[config.mk]
export PLATFORM = sky130hd
export DESIGN_NAME = ntt_pair_reader_flat
export DESIGN_NICKNAME = d
export VERILOG_FILES = /design/src/rtl/ntt_pair_reader_if.sv /design/src/rtl/ntt_pair_reader.sv /design/src/flat_wrapper.sv
export SDC_FILE = /design/constraint.sdc
export NUM_CORES = 1
export LEC_CHECK = 0
export ABC_AREA = 1
export BUFFER_PORTS_ARGS = -buffer_cell sky130_fd_sc_hd__buf_4
export CORE_MARGIN = 2
export CORE_UTILIZATION = 28
export CTS_CLUSTER_SIZE = 20
export DETAILED_ROUTE_END_ITERATION = 8
export PLACE_DENSITY = 0.58
export SLEW_MARGIN = 40
export SYNTH_ARGS = -nofsm -noshare
export SYNTH_HDL_FRONTEND = slang
export SYNTH_SLANG_ARGS = --single-unit
[constraint.sdc]
create_clock -name clk -period 5.5 [get_ports clk]
set_input_delay 1.1 -clock clk [delete_from_list [all_inputs] [get_ports clk]]
set_output_delay 1.1 -clock clk [all_outputs]
set_load 0.02 [all_outputs]
[src/rtl/ntt_pair_reader_if.sv]
// Beat stream from the pair reader toward the butterfly datapath.
// Ports: m_valid/m_data/m_last driven by master, m_ready by slave.
interface ntt_pair_reader_if #(
    parameter int WIDTH = 8
);
    logic                 m_valid;
    logic                 m_ready;
    logic [2*WIDTH-1:0]   m_data;
    logic                 m_last;

    modport master (
        output m_valid,
        output m_data,
        output m_last,
        input  m_ready
    );

    modport slave (
        input  m_valid,
        input  m_data,
        input  m_last,
        output m_ready
    );
endinterface

[src/rtl/ntt_pair_reader.sv]
// Reads even/odd coefficient pairs from a dual-port RAM and streams them.
// Ports: clk/rst, start/base/npairs/busy/done, RAM ports A/B, stream m.
module ntt_pair_reader #(
    parameter int WIDTH = 8,
    parameter int DEPTH = 64,
    parameter int AW    = $clog2(DEPTH)
) (
    input  logic             clk,
    input  logic             rst,
    input  logic             start,
    input  logic [AW-1:0]    base,
    input  logic [AW-1:0]    npairs,
    output logic             busy,
    output logic             done,
    output logic             ena,
    output logic             wea,
    output logic [AW-1:0]    addra,
    input  logic [WIDTH-1:0] doa,
    output logic             enb,
    output logic             web,
    output logic [AW-1:0]    addrb,
    input  logic [WIDTH-1:0] dob,
    ntt_pair_reader_if.master m
);
    localparam logic [AW-1:0] ONE = AW'(1);

    typedef enum logic [1:0] {IDLE, RUN, FIN} state_t;

    state_t             state, state_nx;
    logic [AW-1:0]      base_q, np_q;
    logic [AW-1:0]      issued, accepted;
    logic [AW-1:0]      rd_addr;
    logic               inflight;
    logic [2*WIDTH-1:0] mem [2];
    logic               wptr, rptr;
    logic [1:0]         count;
    logic               pop, issue;
    logic [2:0]         occ, room;

    assign pop       = m.m_valid & m.m_ready;
    assign m.m_valid = (count != 2'd0);
    assign m.m_data  = mem[rptr];
    assign m.m_last  = m.m_valid & (accepted == np_q - ONE);

    // Data issued now lands in the FIFO two edges later; allow an issue
    // only if the FIFO plus the pending capture still leaves a free slot.
    assign occ  = {1'b0, count} + {2'b0, inflight};
    assign room = 3'd1 + {2'b0, pop};

    assign rd_addr = base_q + (issued << 1);
    assign wea     = 1'b0;
    assign web     = 1'b0;

    always_ff @(posedge clk or posedge rst) begin
        if (rst) state <= IDLE;
        else     state <= state_nx;
    end

    always_comb begin
        state_nx = state;
        unique case (state)
            IDLE: if (start) state_nx = (npairs == '0) ? FIN : RUN;
            RUN:  if (pop && m.m_last) state_nx = FIN;
            FIN:  state_nx = IDLE;
            default: state_nx = IDLE;
        endcase
    end

    always_comb begin
        busy  = 1'b0;
        done  = 1'b0;
        issue = 1'b0;
        unique case (state)
            IDLE: busy = start;
            RUN: begin
                busy  = 1'b1;
                issue = (issued < np_q) && (occ <= room);
            end
            FIN: done = 1'b1;
            default: ;
        endcase
        ena   = issue;
        enb   = issue;
        addra = issue ? rd_addr : '0;
        addrb = issue ? (rd_addr | ONE) : '0;
    end

    always_ff @(posedge clk or posedge rst) begin
        if (rst) begin
            base_q   <= '0;
            np_q     <= '0;
            issued   <= '0;
            accepted <= '0;
            inflight <= 1'b0;
            mem[0]   <= '0;
            mem[1]   <= '0;
            wptr     <= 1'b0;
            rptr     <= 1'b0;
            count    <= 2'd0;
        end else begin
            if (state == IDLE && start) begin
                base_q   <= base & ~ONE;
                np_q     <= npairs;
                issued   <= '0;
                accepted <= '0;
            end
            if (issue) issued <= issued + ONE;
            if (pop) begin
                accepted <= accepted + ONE;
                rptr     <= ~rptr;
            end
            inflight <= issue;
            if (inflight) begin
                mem[wptr] <= {dob, doa};
                wptr      <= ~wptr;
            end
            count <= count + {1'b0, inflight} - {1'b0, pop};
        end
    end
endmodule

[src/flat_wrapper.sv]
// flat-port wrapper written by rule: the top's interface ports become plain ports
module ntt_pair_reader_flat 
#(
    parameter int WIDTH = 8,
    parameter int DEPTH = 64,
    parameter int AW    = $clog2(DEPTH)
)
  (clk, rst, start, base, npairs, busy, done, ena, wea, addra, doa, enb, web, addrb, dob, m_m_valid, m_m_data, m_m_last, m_m_ready);
  ntt_pair_reader_if #(.WIDTH(WIDTH)) m_i ();
  input  logic clk;
  input  logic rst;
  input  logic start;
  input  logic [AW-1:0] base;
  input  logic [AW-1:0] npairs;
  output logic busy;
  output logic done;
  output logic ena;
  output logic wea;
  output logic [AW-1:0] addra;
  input  logic [WIDTH-1:0] doa;
  output logic enb;
  output logic web;
  output logic [AW-1:0] addrb;
  input  logic [WIDTH-1:0] dob;
  output wire logic [$bits(m_i.m_valid)-1:0] m_m_valid;
  output wire logic [$bits(m_i.m_data)-1:0] m_m_data;
  output wire logic [$bits(m_i.m_last)-1:0] m_m_last;
  input wire logic [$bits(m_i.m_ready)-1:0] m_m_ready;
  assign m_m_valid = m_i.m_valid;
  assign m_m_data = m_i.m_data;
  assign m_m_last = m_i.m_last;
  assign m_i.m_ready = m_m_ready;
  ntt_pair_reader #(.WIDTH(WIDTH), .DEPTH(DEPTH), .AW(AW)) u_core (.clk(clk), .rst(rst), .start(start), .base(base), .npairs(npairs), .busy(busy), .done(done), .ena(ena), .wea(wea), .addra(addra), .doa(doa), .enb(enb), .web(web), .addrb(addrb), .dob(dob), .m(m_i));
endmodule
# Word level (Yosys, flattened, before mapping)
# Cells that the tools add are included.
op_classes:
  eq_ne: 5
  addsub: 8
  n_reduce_logical: 10
  muxes: 18
  magnitude_cmp: 5
  bitwise: 6
op_table:
  columns: ["cell", "n"]
  rows:
  - ["16-bit two-way mux", 4]
  - ["32-bit bitwise mux", 1]
  - ["6-bit two-way mux", 5]
  - ["16-bit demux with 1-bit select", 1]
  - ["6-bit by 1-bit adder with 6-bit output (second input constant)", 2]
  - ["6-bit adder", 1]
  - ["6-bit equality test", 1]
  - ["6-bit logical NOT", 1]
  - ["6-bit < comparator", 1]
  - ["2-bit two-way mux", 3]
  - ["2-bit nonzero test", 3]
  - ["6-bit by 1-bit subtractor with 6-bit output (second input constant)", 1]
  - ["2-bit greater-or-equal comparator (second input constant)", 2]
  - ["1-bit logical AND", 4]
  - ["1-bit inverter with 2-bit output", 2]
  - ["2-bit case mux with 2 select lines", 1]
  - ["2-bit by 1-bit adder with 3-bit output", 1]
  - ["3-bit less-or-equal comparator", 1]
  - ["1-bit by 1-bit adder with 2-bit output (first input constant)", 1]
  - ["2-bit by 1-bit adder with 2-bit output", 1]
  - ["1-bit bitwise AND", 2]
  - ["2-bit by 1-bit equality test with 1-bit output (second input constant)", 1]
  - ["2-bit equality test (second input constant)", 1]
  - ["2-bit logical NOT", 1]
  - ["8 further kinds", 10]
totals:
  register_bits: 62
  in_bits: 32
  output_inout_bits: 36

# Longest topological paths before layout
# Gate-level depths: netlist (run 1).
depth:
  depth_word: 7
  depth_mapped: 14
  ltp_nobuf: 13

# Worst setup path before layout (run 1)
# No wires, ideal clock.
synth_timing:
  path_kind: "in2out"
  start: "input port m_m_ready"
  end: "output port addrb[3]"
  arrival_ps: 2933
  slack_ps: 1467
  path_stages: 12
  required_ps: 4400
  path_cell_list: "nand2_2 inv_2 fa_1 inv_1 nand2_1 o21ai_0 nand2_1 nand4_1 inv_2 nand2_1 nor2_1 buf_4"
synth_between:
  elab_chain_cells: 6
synth_lines:
  columns: ["item", "line", "source"]
  rows:
  - ["start: declaration", "flat_wrapper.sv:28", "input wire logic [$bits(m_i.m_ready)-1:0] m_m_ready;"]
  - ["1-bit bitwise AND", "ntt_pair_reader.sv:40", "assign pop = m.m_valid & m.m_ready;"]
  - ["via u_core.pop", "ntt_pair_reader.sv:37", "logic pop, issue;"]
  - ["1-bit by 1-bit adder with 2-bit output", "ntt_pair_reader.sv:48", "assign room = 3'd1 + {2'b0, pop};"]
  - ["3-bit less-or-equal comparator", "ntt_pair_reader.sv:77", "issue = (issued < np_q) && (occ <= room);"]
  - ["1-bit logical AND", "ntt_pair_reader.sv:77", null]
  - ["1-bit two-way mux", "ntt_pair_reader.sv:73", "unique case (state)"]
  - ["via ena", "flat_wrapper.sv:17", "output logic ena;"]
  - ["6-bit two-way mux", "ntt_pair_reader.sv:85", "addrb = issue ? (rd_addr | ONE) : '0;"]
  - ["end: declaration", "flat_wrapper.sv:23", "output logic [AW-1:0] addrb;"]
# The timed path passes the listed nets, and every way through them passes these cells.

# Worst setup path in the final report (run 1)
layout_timing:
  start: "input port m_m_ready"
  end: "output port addra[3]"
layout_between:
  elab_chain_cells: 6
layout_lines:
  columns: ["item", "line", "source"]
  rows:
  - ["1-bit bitwise AND", "ntt_pair_reader.sv:40", null]
  - ["via u_core.pop", "ntt_pair_reader.sv:37", null]
  - ["1-bit by 1-bit adder with 2-bit output", "ntt_pair_reader.sv:48", null]
  - ["3-bit less-or-equal comparator", "ntt_pair_reader.sv:77", null]
  - ["1-bit logical AND", "ntt_pair_reader.sv:77", null]
  - ["1-bit two-way mux", "ntt_pair_reader.sv:73", null]
  - ["6-bit two-way mux", "ntt_pair_reader.sv:84", "addra = issue ? rd_addr : '0;"]
  - ["end: declaration", "flat_wrapper.sv:19", "output logic [AW-1:0] addra;"]
# The timed path passes the listed nets, and every way through them passes these cells.

==> impl_metrics.csv, run 1 <==
group,metric,value,unit
outcome,outcome,"finished, final reports clean",
floorplanning,fp.dieW,115,µm
synthesis,yosys_warnings,0,
grt,antenna_found_initial,0,
power,peakVddDrop,0.361,mV
power,power_frac_comb,0.508,
grt,grt_pass1_wl,12400,µm
placement,place.gp.congestion,0.773,
synthesis,synth-edff-count,0,
placement,portBuffers,63,
synthesis,synthTopCellsByArea,"dfrtp_1 (45%), nand2_1 (12%), ha_1 (6.2%)",
grt,track_usage,0.119,
cells_and_area,seqCellArea,1550,µm²
clock_tree,post_cts_buffers,0,
power,switching_share,0.430,
timing,setup_viol,0,
setup_path,path_class,"in2out",
drt,viasPerCell,4.41,
synthesis,synth.distinct_cells,32,
drt,drtIter0Drc,85,
clock_tree,cts_tree,"done",
clock_tree,postCtsResizedCells,0,
clock_tree,clkSlewWorstSetupHoldPaths,0.06,ns
timing,skew,0.00484,ns
grt,overflow,0,
floorplanning,fp.dieH,115,µm
synthesis,synth_seq_area_share,0.452,
clock_tree,cts_num_sinks,62,
timing,slew_viol_final,0,
cells_and_area,area_growth,25.3,%
drt,firstDrtPassIters,4,
setup_path,ff2ff_path_depth,14,
floorplanning,io_pins,68,
grt,grt_max_degree,63,
run,cap_violations,0,
clock_tree,postCtsHoldBufs,0,
setup_path,cp-start-kind,"input port",
grt,grt_pass1_vias,2637,
power,p_seq_frac,0.294,
placement,dpl.cell_count,600,
power,clkPwrFrac,0.198,
synthesis,yosysTopAreaCellShare,0.452,
synthesis,synth_commonest_cells,"nand2_1 (114), dfrtp_1 (62), inv_1 (46)",
cells_and_area,n_antenna_cell,0,
synthesis,post-synth-top-area-cell,"dfrtp_1",
synthesis,synthArstFlopShare,1.00,
clock_tree,cts-root-buf,"clkbuf_16",
floorplanning,die_area,13200,µm²
clock_tree,cts-buffers-inserted,9,
hold_path,holdCritPathClass,"reg2reg",
timing,tns,0,ns
setup_path,timing.rr.end,"u_core.issued[3]",
setup_path,regToRegSetupSlack,3.10,ns
cells_and_area,stdcell_count,616,
setup_path,critPathArrivalTime,3.07,ns
synthesis,syn_avg_cell_area,8.42,µm²
drt,post_drt_wl_per_cell,11.8,µm
cells_and_area,multi_input_area,1570,µm²
synthesis,synth_area,3430,µm²
timing,period_share,0.759,
drt,drt.antenna.violating_nets,0,
setup_path,reg2reg_from,"u_core.count[1]",
power,p_int,1660,µW
power,power.switching,1250,µW
power,powerDensity,675,nW/µm²
placement,dp_hpwl,5160,µm
cells_and_area,layout-drive-gt1-share,0.247,
clock_tree,clockBufferDepth,2,
timing,finalHoldViolations,0,
setup_path,critPathCaptureType,"primary output",
setup_path,crit_start,"m_m_ready",
drt,wl,7250,µm
floorplanning,coreArea,12000,µm²
cells_and_area,fillers,1257,
drt,drc,0,
synthesis,synth-seq-cells,62,
setup_path,cp_max_fo,11,
timing,min_period,4.17,ns
cells_and_area,fin_nets,515,
setup_path,cp.required,4.40,ns
power,power_leakage,0.00225,µW
floorplanning,rows,40,
drt,num_vias,2719,
timing,holdWs,0.484,ns
timing,fmax,240,MHz
timing,slew_headroom,0.487,
timing,grt_setup_unrepaired,"no",
cells_and_area,design_area,4300,µm²
timing,tightest_slew,0.769,ns
floorplanning,start_util,0.286,
clock_tree,insertion_delay,0.33,ns
setup_path,endpoint,"addra[3]",
synthesis,synth_cells,408,
clock_tree,h-tree-depth,3,
synthesis,synthFlopType,"dfrtp_1",
synthesis,synth_most_common_cell,"nand2_1",
placement,placed_area,3990,µm²
## power by group through the flow
stage | Sequential, µW | Clock, µW | Combinational (µW)
floorplan | 787 | 0 | 1130
global placement | 851 | 0 | 1470
detailed placement | 864 | 0 | 1490
CTS | 857 | 594 | 1500
global route | 889 | 610 | 1670
finish | 854 | 576 | 1480
## worst max-delay path: stages
cell	delay [ns]
buf_4	0.11
nand2_2	0.15
inv_2	0.12
fa_1	0.55
inv_1	0.05
nand2_1	0.05
o21ai_0	0.07
nand2_1	0.07
nand4_1	0.10
buf_4	0.19
inv_2	0.17
nand2_1	0.07
nor2_1	0.12
buf_4	0.16
## worst min path at each step
stage / start / end / slack [ns] / cells past startpoint
final: u_core.mem[7] / u_core.mem[7] / 0.48 / 2
after global placement: u_core.mem[15] / u_core.mem[15] / 0.46 / 2
after global routing: u_core.mem[13] / u_core.mem[13] / 0.50 / 2
after floorplan: u_core.mem[0] / u_core.mem[0] / 0.45 / 2
after CTS: u_core.mem[7] / u_core.mem[7] / 0.49 / 2
after detailed placement: u_core.mem[7] / u_core.mem[7] / 0.47 / 2
## state kept, by name (all words and copies together), names as in the netlist
signal	cells
u_core.accepted	6
u_core.rptr	1
u_core.count	2
u_core.issued	6
u_core.state	2
u_core.np_q	6
u_core.mem	32
u_core.inflight	1
u_core.base_q	5
u_core.wptr	1
## cell type report
class | count | area share
multi-input cells | 272 | 0.364
well taps | 147 | 0.0427
inverters | 54 | 0.0471
clock buffers | 10 | 0.0555
repair buffers | 65 | 0.114
clock inverters | 6 | 0.0163
flip-flops and latches | 62 | 0.360
## metrics by stage
stage          setup slack [ns]  utilization  total power (µW)
6_report                   1.33        0.358              2910
3_5_place_dp               1.32        0.332              2360
2_1_floorplan              1.47            -              1920
5_1_grt                    1.12        0.358              3170
4_1_cts                    1.30        0.358              2950
3_3_place_gp               1.36        0.332              2320
## cells in the final DEF (no fill, tap or decap), drive strengths merged, types with 7 or more instances in the layout
cell      n
a21oi     9
buf      65
clkbuf   10
dfrtp    62
ha       17
inv      55
mux2     16
nand2   116
nand3    18
nor2     23
o21ai    44
xor2      7
## metal layers
layer  vias up  wire [µm]  track usage
li1       1390          -            -
met4         0        102       0.0434
met3         9        367       0.0364
met5         -          0            0
met2        51       3350        0.189
met1      1269       3430        0.154
## logic make-up after synthesis
group	Yosys count	synth area share
other cells	1	0.00109
flops	62	0.452
compound gates	56	0.0852
buf+inv	76	0.0954
simple gates	164	0.204
xor+xnor	13	0.0332
fa+ha+maj	19	0.0736
mux	17	0.0554
Note: power is estimated with default switching activity, not from simulation.
==> inputs of run 2 (changes only) <==
Settings changed: ABC_AREA 1 to 0, PLACE_DENSITY 0.58 to 0.6.
Clock period 5.5 ns to 3.5 ns, I/O delays scaled along.
==> run 2 against run 1 <==
Combinational power grew 100%. Core utilization grew 0.96 points. Die area shrank 2.4%. Synthesized cell count decreased by 29%. Non-clock buffer count is 6 higher. Critical path depth fell by 4. Sequential power grew 58%. Highest routed layer unchanged.
==> impl_metrics.csv, run 2 <==
group,metric,value,unit
outcome,outcome,"finished, final reports clean",
synthesis,post-synth-top-area-cell,"dfrtp_1",
hold_path,holdCritPathClass,"in2async",
cells_and_area,final_cell_mix,"buf_4 (70), dfrtp_1 (61), mux2_2 (53)",
timing,min_period,3.36,ns
placement,portBuffers,63,
clock_tree,clockBufferDepth,2,
setup_path,path_class,"reg2out",
grt,antenna_found_initial,0,
drt,firstDrtPassIters,4,
power,peakVddDrop,0.765,mV
floorplanning,start_util,0.290,
power,power_leakage,0.00197,µW
timing,slew_headroom,0.509,
timing,finalHoldViolations,0,
setup_path,cp_max_fo,5,
clock_tree,postCtsHoldBufs,0,
power,powerDensity,1220,nW/µm²
cells_and_area,fillers,1134,
drt,wl_met3,169,µm
drt,drt-met1-wl,3230,µm
clock_tree,cts_num_sinks,62,
floorplanning,fp.dieW,113,µm
synthesis,synthTopCellsByArea,"dfrtp_1 (46%), mux2_2 (18%), ha_1 (6.4%)",
synthesis,synth.distinct_cells,47,
power,p_int,3090,µW
cells_and_area,layout-drive-gt1-share,0.431,
setup_path,cp.required,2.80,ns
timing,setup_viol,0,
power,clkPwrFrac,0.165,
run,cap_violations,0,
drt,post_drt_wl_per_cell,14.1,µm
grt,track_usage,0.118,
timing,skew,0.00488,ns
cells_and_area,area_growth,27.0,%
cells_and_area,fin_nets,404,
power,power_frac_comb,0.575,
clock_tree,h-tree-depth,3,
grt,grt_pass1_vias,2506,
synthesis,synthFlopType,"dfrtp_1",
grt,grt_max_degree,34,
synthesis,yosysTopAreaCellShare,0.463,
drt,drt.antenna.violating_nets,0,
setup_path,cp-start-kind,"register",
placement,place.gp.congestion,0.790,
setup_path,cp_slowest_stage_delay,0.45,ns
floorplanning,fp.dieH,113,µm
clock_tree,cts_tree,"done",
synthesis,synth_most_common_cell,"dfrtp_1",
clock_tree,clkSlewWorstSetupHoldPaths,0.05,ns
power,switching_share,0.404,
setup_path,slowest_stage,"fa_1",
placement,dp_hpwl,5230,µm
timing,fmax,298,MHz
drt,viasPerCell,4.67,
grt,grt_pass1_wl,12000,µm
synthesis,synth_commonest_cells,"dfrtp_1 (62), mux2_2 (53), o21ai_0 (18)",
drt,wl,7060,µm
cells_and_area,regMostFlops,"u_core.mem",
clock_tree,cts-buffers-inserted,9,
floorplanning,coreArea,11600,µm²
setup_path,critPathCaptureType,"primary output",
power,p_seq_frac,0.260,
clock_tree,cts-root-buf,"clkbuf_16",
timing,period_share,0.960,
setup_path,crit_chain,"or2_4, nand2_2, inv_2, fa_1, o31a_1, o211a_1, o31ai_4, clkinv_4, and2_2, buf_4",
cells_and_area,postLayoutCoreUtil,0.368,
timing,slew_viol_final,0,
synthesis,synth_area,3350,µm²
synthesis,yosys_warnings,0,
timing,grt_setup_unrepaired,"no",
synthesis,synth-edff-count,0,
drt,drc,0,
cells_and_area,final_common_cell,"buf_4",
timing,tightest_slew,0.735,ns
drt,num_vias,2337,
cells_and_area,n_antenna_cell,0,
floorplanning,die_area,12900,µm²
power,p_total,5180,µW
drt,drtIter0Drc,56,
drt,maxUsedRoutingLayer,"met4",
synthesis,synth_cells,288,
floorplanning,rows,39,
synthesis,synthArstFlopShare,1.00,
grt,overflow,0,
floorplanning,io_pins,68,
synthesis,synth_seq_area_share,0.463,
power,power.switching,2090,µW
synthesis,synth-seq-cells,62,
cells_and_area,largest_reg_flops,32,
setup_path,critPathArrivalTime,2.66,ns
clock_tree,insertion_delay,0.32,ns
synthesis,syn_avg_cell_area,11.6,µm²
drt,met2_length,3560,µm
==> run 2: cell count changes after synthesis, sizes merged, moves of 6 or more <==
cell	change
a21oi	-6
inv	-39
mux2	+37
nand2	-102
nand3	-10
nor2	-11
o21ai	-26
==> run 2: cells by family (layout without fill, tap and decap cells) <==
family,Yosys count,count (layout),synth area share
xor gates and xnor gates,15,15,0.0392
muxes,54,54,0.181
other,1,3,0.00112
DFF,62,62,0.463
and+or+nand+nor,61,61,0.0956
AOI/OAI and AO/OA,41,41,0.0885
adders and majority gates,19,19,0.0755
buffers and inverters,35,102,0.0557
==> run 2: power by group through the flow <==
stage	Sequential, µW	Combinational [µW]	Clock (µW)
6_report	1350	2980	856
5_1_grt	1400	3260	917
4_1_cts	1350	2980	890
3_5_place_dp	1360	2950	0
3_3_place_gp	1340	2900	0
2_1_floorplan	1230	2240	0
==> run 2: layer usage <==
metal,track usage,vias to the layer above
li1,-,1127
met3,0.0276,6
met4,0.0488,0
met1,0.151,1160
met5,0,-
met2,0.193,44
==> run 2: repair_timing <==
item	4_1_cts	5_1_grt
gates resized for setup	1	2
hold endpoints to repair	0	0
endpoints found under the setup margin	11	10
pin swaps	0	2
setup buffers	1	1
==> run 2: path summary, 6_finish.rpt <==
| kind | from | endpoint | slack [ns] | cells past startpoint |
|---|---|---|---|---|
| setup reg to reg | u_core.count[0] | u_core.issued[5] | 0.85 | 11 |
| hold / removal | rst | u_core.mem[27] | 0.49 | 2 |
| hold reg to reg | u_core.wptr | u_core.wptr | 0.49 | 1 |
| setup / recovery | u_core.count[0] | addra[1] | 0.14 | 10 |
| min in group clk | u_core.wptr | u_core.wptr | 0.49 | 1 |
| max in group asynchronous | rst | u_core.rptr | 2.12 | 3 |
==> run 2: worst max-delay path: cells and delay by family, from the launching register on <==
family	cells	cell delay, ns
compound gates	3	0.62
fa+ha+maj	1	0.45
buf+inv	3	0.31
flops	1	0.39
simple gates	3	0.56
==> run 2: through the flow <==
step	setup TNS, ns	area, µm²	setup slack [ns]	hold WS, ns	instances
final	0	4260	0.139	0.486	500
after global routing	0	4260	0.0171	0.513	500
after CTS	0	4240	0.0310	0.495	499
after detailed placement	0	3940	0.210	0.481	483
after global placement	0	3940	0.223	0.469	483
after floorplan	-0.00914	3360	-0.00457	0.454	290
==> run 2: cell type report <==
cell class	count	area (µm²)	share of cell area
Sequential cell	62	1550	0.365
Clock buffer	10	239	0.0562
Inverter	16	65.1	0.0153
Tap cell	143	179	0.0420
Multi-Input combinational cell	193	1630	0.384
Clock inverter	5	50.0	0.0118
Timing Repair Buffer	71	537	0.126
